--- config.mk ---
export PLATFORM = sky130hd
export DESIGN_NAME = rnd_arbiter
export DESIGN_NICKNAME = d
export VERILOG_FILES = /design/src/rtl/rnd_arbiter.sv
export SDC_FILE = /design/constraint.sdc
export NUM_CORES = 1
export LEC_CHECK = 0
export BUFFER_PORTS_ARGS = -buffer_cell sky130_fd_sc_hd__buf_2
export CORE_AREA = 2 2 213 215
export DETAILED_ROUTE_END_ITERATION = 8
export DIE_AREA = 0 0 215 217
export RECOVER_POWER = 25
export SETUP_SLACK_MARGIN = 0.4
export SYNTH_ARGS = -nofsm -noshare
export SYNTH_HDL_FRONTEND = slang
export SYNTH_SLANG_ARGS = --single-unit
--- constraint.sdc ---
create_clock -name clk -period 1.5 [get_ports clk]
set_clock_uncertainty 0.05 [all_clocks]
set_input_delay 0.075 -clock clk [delete_from_list [all_inputs] [get_ports clk]]
set_output_delay 0.075 -clock clk [all_outputs]
set_load 0.05 [all_outputs]
--- src/rtl/rnd_arbiter.sv ---
// -----------------------------------------------------------------------------
// rnd_arbiter
//
// Shares one fixed-latency rounder between two requesters: the add unit
// (requester 0) and the mul/div unit (requester 1). Requests are granted
// round-robin and issued to the rounder one per cycle. Each result is
// routed back to the requester that issued it, exactly LAT cycles later.
// The block also keeps sticky IEEE flags and runs a small trap sequencer.
//
// When a returned result raises an enabled trap, the block stops issuing
// and lets the remaining in-flight operations finish (DRAIN). It then
// holds the trap (TRAP) until the trap is acknowledged.
//
// Parameters
//   PW   width of the opaque rounder-input bundle carried per request
//   LAT  fixed rounder latency in cycles, from issue to result (1..7)
//
// Ports
//   clk, rst                 clock; synchronous active-high reset
//   reqN_valid/ready         request handshake for requester N (0 or 1)
//   reqN_data, reqN_db       rounder-input bundle, precision (1 = double)
//   rnd_valid/data/db        issue strobe and payload to the rounder
//   rnd_res, rnd_ieee        rounder result and flags, LAT cycles after issue
//   rspN_valid               result strobe back to requester N
//   rsp_data, rsp_ieee       returned result and flags (shared, 0 when idle)
//   trap_en, trap_ack        per-flag trap enable; trap acknowledge
//   flags_clr, flags         clear / value of the sticky IEEE flags
//   trap, trap_cause         trap pending; enabled flags of the first trap
//   busy                     one or more operations are in flight
// -----------------------------------------------------------------------------
module rnd_arbiter #(
  parameter int PW  = 128,
  parameter int LAT = 2
) (
  input  logic          clk,
  input  logic          rst,

  input  logic          req0_valid,
  output logic          req0_ready,
  input  logic [PW-1:0] req0_data,
  input  logic          req0_db,

  input  logic          req1_valid,
  output logic          req1_ready,
  input  logic [PW-1:0] req1_data,
  input  logic          req1_db,

  output logic          rnd_valid,
  output logic [PW-1:0] rnd_data,
  output logic          rnd_db,
  input  logic [63:0]   rnd_res,
  input  logic [4:0]    rnd_ieee,

  output logic          rsp0_valid,
  output logic          rsp1_valid,
  output logic [63:0]   rsp_data,
  output logic [4:0]    rsp_ieee,

  input  logic [4:0]    trap_en,
  input  logic          trap_ack,
  input  logic          flags_clr,
  output logic [4:0]    flags,
  output logic          trap,
  output logic [4:0]    trap_cause,
  output logic          busy
);

  // The count ranges over 0..LAT, which needs one more code than LAT.
  localparam int CW = $clog2(LAT + 1);

  typedef enum logic [1:0] {
    S_RUN,    // issues allowed
    S_DRAIN,  // trap seen, waiting for in-flight operations to return
    S_TRAP    // trap pending, waiting for trap_ack
  } state_t;

  state_t          state_q, state_d;
  logic            last_q;        // requester granted most recently
  logic            grant_valid;
  logic            grant_id;
  logic            issue;
  logic [LAT-1:0]  pipe_v_q;      // one valid bit per rounder stage
  logic [LAT-1:0]  pipe_id_q;     // requester tag per rounder stage
  logic            rsp_valid;
  logic            rsp_id;
  logic [CW-1:0]   count_q, count_d;
  logic [4:0]      flags_d;
  logic [4:0]      cause_d;
  logic            trap_hit;

  // ---------------------------------------------------------------------------
  // Round-robin grant. On a tie, the requester that was not granted last
  // wins. A single valid requester is always granted. grant_id is only
  // meaningful while grant_valid is high.
  // ---------------------------------------------------------------------------
  always_comb begin
    // NOTE: every always_comb output gets a default before any branch, so no
    // path leaves it unassigned and no latch is inferred.
    grant_valid = req0_valid | req1_valid;
    grant_id    = 1'b0;
    if (req0_valid && req1_valid) begin
      grant_id = ~last_q;
    end else begin
      grant_id = req1_valid;
    end
  end

  // Ready depends on valid and on the registered state only. No ready path
  // feeds back into a valid, so there is no combinational loop.
  assign issue      = grant_valid && (state_q == S_RUN);
  assign req0_ready = issue && !grant_id;
  assign req1_ready = issue &&  grant_id;

  // The rounder payload is forced to zero when nothing is issued, so idle
  // cycles do not show stale requester data downstream.
  assign rnd_valid = issue;
  assign rnd_data  = !issue ? '0   : (grant_id ? req1_data : req0_data);
  assign rnd_db    = !issue ? 1'b0 : (grant_id ? req1_db   : req0_db);

  // ---------------------------------------------------------------------------
  // Issue-tracking shift register. Stage 0 captures an issue. The last stage
  // lines up with the cycle in which the rounder presents that issue's result.
  // ---------------------------------------------------------------------------
  always_ff @(posedge clk) begin
    // NOTE: sequential state is written with non-blocking assignments only, so
    // every stage samples the value its neighbour held before this edge.
    if (rst) begin
      pipe_v_q <= '0;
    end else begin
      pipe_v_q[0] <= issue;
      for (int i = 1; i < LAT; i++) begin
        pipe_v_q[i] <= pipe_v_q[i-1];
      end
    end
  end

  // NOTE: the tags are never reset. The valid bits alone decide whether a
  // stage holds anything, and a stale tag behind a cleared valid is harmless.
  always_ff @(posedge clk) begin
    pipe_id_q[0] <= grant_id;
    for (int i = 1; i < LAT; i++) begin
      pipe_id_q[i] <= pipe_id_q[i-1];
    end
  end

  assign rsp_valid  = pipe_v_q[LAT-1];
  assign rsp_id     = pipe_id_q[LAT-1];
  assign rsp0_valid = rsp_valid && !rsp_id;
  assign rsp1_valid = rsp_valid &&  rsp_id;
  assign rsp_data   = rsp_valid ? rnd_res  : '0;
  assign rsp_ieee   = rsp_valid ? rnd_ieee : '0;

  // ---------------------------------------------------------------------------
  // In-flight count. An issue and a response in the same cycle cancel out.
  // ---------------------------------------------------------------------------
  always_comb begin
    count_d = count_q;
    if (issue && !rsp_valid) begin
      count_d = count_q + CW'(1);
    end else if (!issue && rsp_valid) begin
      count_d = count_q - CW'(1);
    end
  end

  assign busy = (count_q != '0);

  // The clear is applied before the OR, so a response that coincides with a
  // clear still leaves its own flags set.
  assign flags_d = (flags_clr ? 5'b0 : flags) | rsp_ieee;

  // ---------------------------------------------------------------------------
  // Trap sequencer, next-state logic.
  //
  // The TRAP/DRAIN decision uses the count after this cycle. A trapping
  // result that is the last one outstanding therefore goes straight to
  // TRAP, without a DRAIN cycle.
  // ---------------------------------------------------------------------------
  always_comb begin
    state_d  = state_q;
    cause_d  = trap_cause;
    trap_hit = rsp_valid && ((rsp_ieee & trap_en) != 5'b0);
    unique case (state_q)
      S_RUN: begin
        if (trap_hit) begin
          cause_d = rsp_ieee & trap_en;
          state_d = (count_d == '0) ? S_TRAP : S_DRAIN;
        end
      end
      S_DRAIN: begin
        // Later trapping results must not overwrite the first cause.
        if (count_d == '0) begin
          state_d = S_TRAP;
        end
      end
      S_TRAP: begin
        if (trap_ack) begin
          state_d = S_RUN;
          cause_d = 5'b0;
        end
      end
      default: begin
        state_d = S_RUN;
      end
    endcase
  end

  assign trap = (state_q == S_TRAP);

  // ---------------------------------------------------------------------------
  // Control registers.
  // ---------------------------------------------------------------------------
  always_ff @(posedge clk) begin
    if (rst) begin
      state_q    <= S_RUN;
      last_q     <= 1'b1;   // requester 1 counts as "last", so 0 wins the first tie
      count_q    <= '0;
      flags      <= 5'b0;
      trap_cause <= 5'b0;
    end else begin
      state_q    <= state_d;
      if (issue) begin
        last_q <= grant_id;
      end
      count_q    <= count_d;
      flags      <= flags_d;
      trap_cause <= cause_d;
    end
  end

endmodule

==> impl_metrics.yaml <==
status:
  status: "complete, but fails checks"
  violations: "setup timing"
logic_synthesis:
  synthSimpleGateAreaFrac: 0.2305
  synth_top_area_share: 0.4310
  synth_area_per_cell_um2: 8.016
  yosysTopAreaCell: "a22o_1"
  synth_area_leaders: "a22o_1, and2_1, dfxtp_1, buf_4, a32o_1"
  syn-num-nets: 666
  synth_mux_area_frac: 0.004296
  synth_top_family_by_area: "compound AO/OA/AOI/OAI gates"
  ys_ff_latch: 19
  synth_xor_xnor_area_share: 0.006683
  synth_cell_type_count: 34
  synth_compound_area_frac: 0.5055
  synthAdderAreaFrac: 0.004773
  synth_area_mm2: 0.002621
  yosysWarnings: 0
  synth_seq_area_share: 0.1451
  syn-instance-count: 327
grt:
  grt_pass1_wl_um: 33800
  grt_util_all_layers: 0.09593
  grt_overflow_total: 0
  grt_pass1_vias: 5179
  grt_max_degree: 31
  antenna_found_initial: 1
sta:
  setup_viol: 136
  hold_slack_ns: 0.07357
  drv_slew: 0
  period_share: 1.251
  post-route-min-period_ns: 1.877
  tns_ns: -39.82
  slew_headroom: 0.6300
  fmax_ghz: 0.5327
  rsz0062_at_grt: "yes"
  hold_violations: 0
  fin_ws_ns: -0.3772
  worstMarginPinSlew_ns: 0.5549
final_layout:
  seq_area_um2: 397.9
  final_nets: 1264
  syn_to_final_growth_pct: 283.7
  nFillCells: 4767
  multi_input_area_mm2: 0.002893
  layout_common_cells: "buf_2, buf_6, buf_8"
  final_common_cell: "buf_2"
  num_antenna_cells: 0
  drive_above_1_share: 0.9481
power_and_ir_drop:
  max-vdd-ir-drop_v: 0.0004047
  powerDensity_mw_per_mm2: 963.8
  p_leak_nw: 4.934
detailed_routing:
  wl_met3_um: 2266
  route.detailed.drc: 0
  wl_met2_um: 13440
  wire_per_inst_um: 17.15
  vias: 5361
  firstDrtPassIters: 4
  wl_met1_um: 10170
  top_layer_used: "met4"
  drtAntennaViolNets: 0
  vias_per_cell: 3.518
  drt-initial-drc-count: 277
  drt-total-wl_um: 26140
floorplanning:
  io_pins: 553
  coreArea_mm2: 0.04470
  initial_core_util: 0.05864
  die_x_um: 215
  rows: 78
  die-area_mm2: 0.04666
  die_h_um: 217
clock_network:
  cts_tree: "yes"
  clock_sinks: 19
  clk_path_buf_depth: 2
  hold_buffers: 0
  clockRootBuffer: "clkbuf_16"
  cts_max_level: 1
  clock_latency_ns: 0.25
  cts_buffers: 3
  clkTransAtPathRegs_ns: 0.06
critical_path:
  cp.arrival_ns: 1.75
  crit_path_start: "state_q[0]"
  crit_type: "reg2out"
  critical_path_required_ns: 1.37
  critPathMaxFanout: 21
  timing.rr.start: "pipe_v_q[1]"
  cp-start-kind: "flop"
  worstSetupEndpointType: "output pin"
min_path:
  hp-start: "trap_en[4]"
  min_path_type: "in2reg"
place:
  place_hpwl_um: 18960
  place.gp.congestion: 0.8665
  numPortBuffers: 552
flow_run:
  maxCapViolCount: 0
final cells by class:
cell class,count,share of cell area
inverter,8,0.003235
clock inverter,1,0.0004976
timing repair buffer,632,0.5870
sequential,19,0.03956
clock buffer,3,0.007465
multi-input combinational,261,0.2876
tap,600,0.07465
through the flow:
| step | total power [W] | cells | util | area (um2) | worst slack (ns) |
|---|---|---|---|---|---|
| final | 0.009693 | 1524 | 0.2250 | 10060 | -0.3772 |
| after global routing | 0.01006 | 1524 | 0.2250 | 10060 | -0.4749 |
| after CTS | 0.009235 | 1515 | 0.2071 | 9256 | -0.3835 |
| after detailed placement | 0.007206 | 1478 | 0.1681 | 7512 | -0.1969 |
| after global placement | 0.007134 | 1478 | 0.1681 | 7512 | -0.1392 |
| after floorplan | 0.005023 | 327 | - | 3402 | 0.01355 |
logic make-up after synthesis:
logic type                 count (synthesis)
AOI/OAI and AO/OA                        155
and+or+nand+nor                          102
buffers and inverters                     47
DFF                                       19
xor gates and xnor gates                   2
muxes                                      1
adders and majority gates                  1
registers in the layout (all words and copies together), names as in the netlist:
| name | cells |
|---|---|
| pipe_id_q | 2 |
| flags | 5 |
| pipe_v_q | 2 |
| trap_cause | 5 |
| last_q | 1 |
| count_q | 2 |
| state_q | 2 |
synthesized netlist by cell type, drive strengths merged:
cell type  count
a22o         129
and2          71
buf           30
dfxtp         19
nor2          13
clkbuf         9
inv            8
a21oi          7
and3           6
a32o           5
o21ai          4
nor2b          3
a21boi         2
nand2          2
nor3           2
nor3b          2
o211a          2
or2            2
xnor2          2
a211oi         1
a222oi         1
a22oi          1
ha             1
mux2           1
nand3          1
o21a           1
o221ai         1
o22ai          1
worst max-delay path: stages, from the launching register on:
cell,delay (ns)
dfxtp_4,0.35
nor2_4,0.16
o21ai_4,0.09
nor2_4,0.16
buf_12,0.20
buf_12,0.18
a22o_2,0.21
buf_12,0.14
layer usage:
metal | global-route usage | up-vias
met3 | 0.02488 | 18
met4 | 0.007356 | 0
met1 | 0.1209 | 2571
li1 | - | 2466
met5 | 0 | -
met2 | 0.1706 | 306
what timing repair did:
item	4_1_cts	5_1_grt
endpoints found under the setup margin	219	220
buffers inserted	20	5
pin swaps	19	22
gates resized for setup	327	228
gates cloned	13	4
where the power goes:
part / internal (W) / switching, W
registers: 0.000558 / 0.0000467
logic: 0.00394 / 0.00457
clock network: 0.000358 / 0.000211
final timing paths:
path	end	slack, ns	cells after the start
worst max-delay path	rnd_data[69]	-0.38	7
worst min-delay path	trap_cause[4]	0.07	3
worst max register to register	state_q[1]	0.09	5
worst min register to register	pipe_id_q[1]	0.28	0
(Power assumes the default switching activity.)
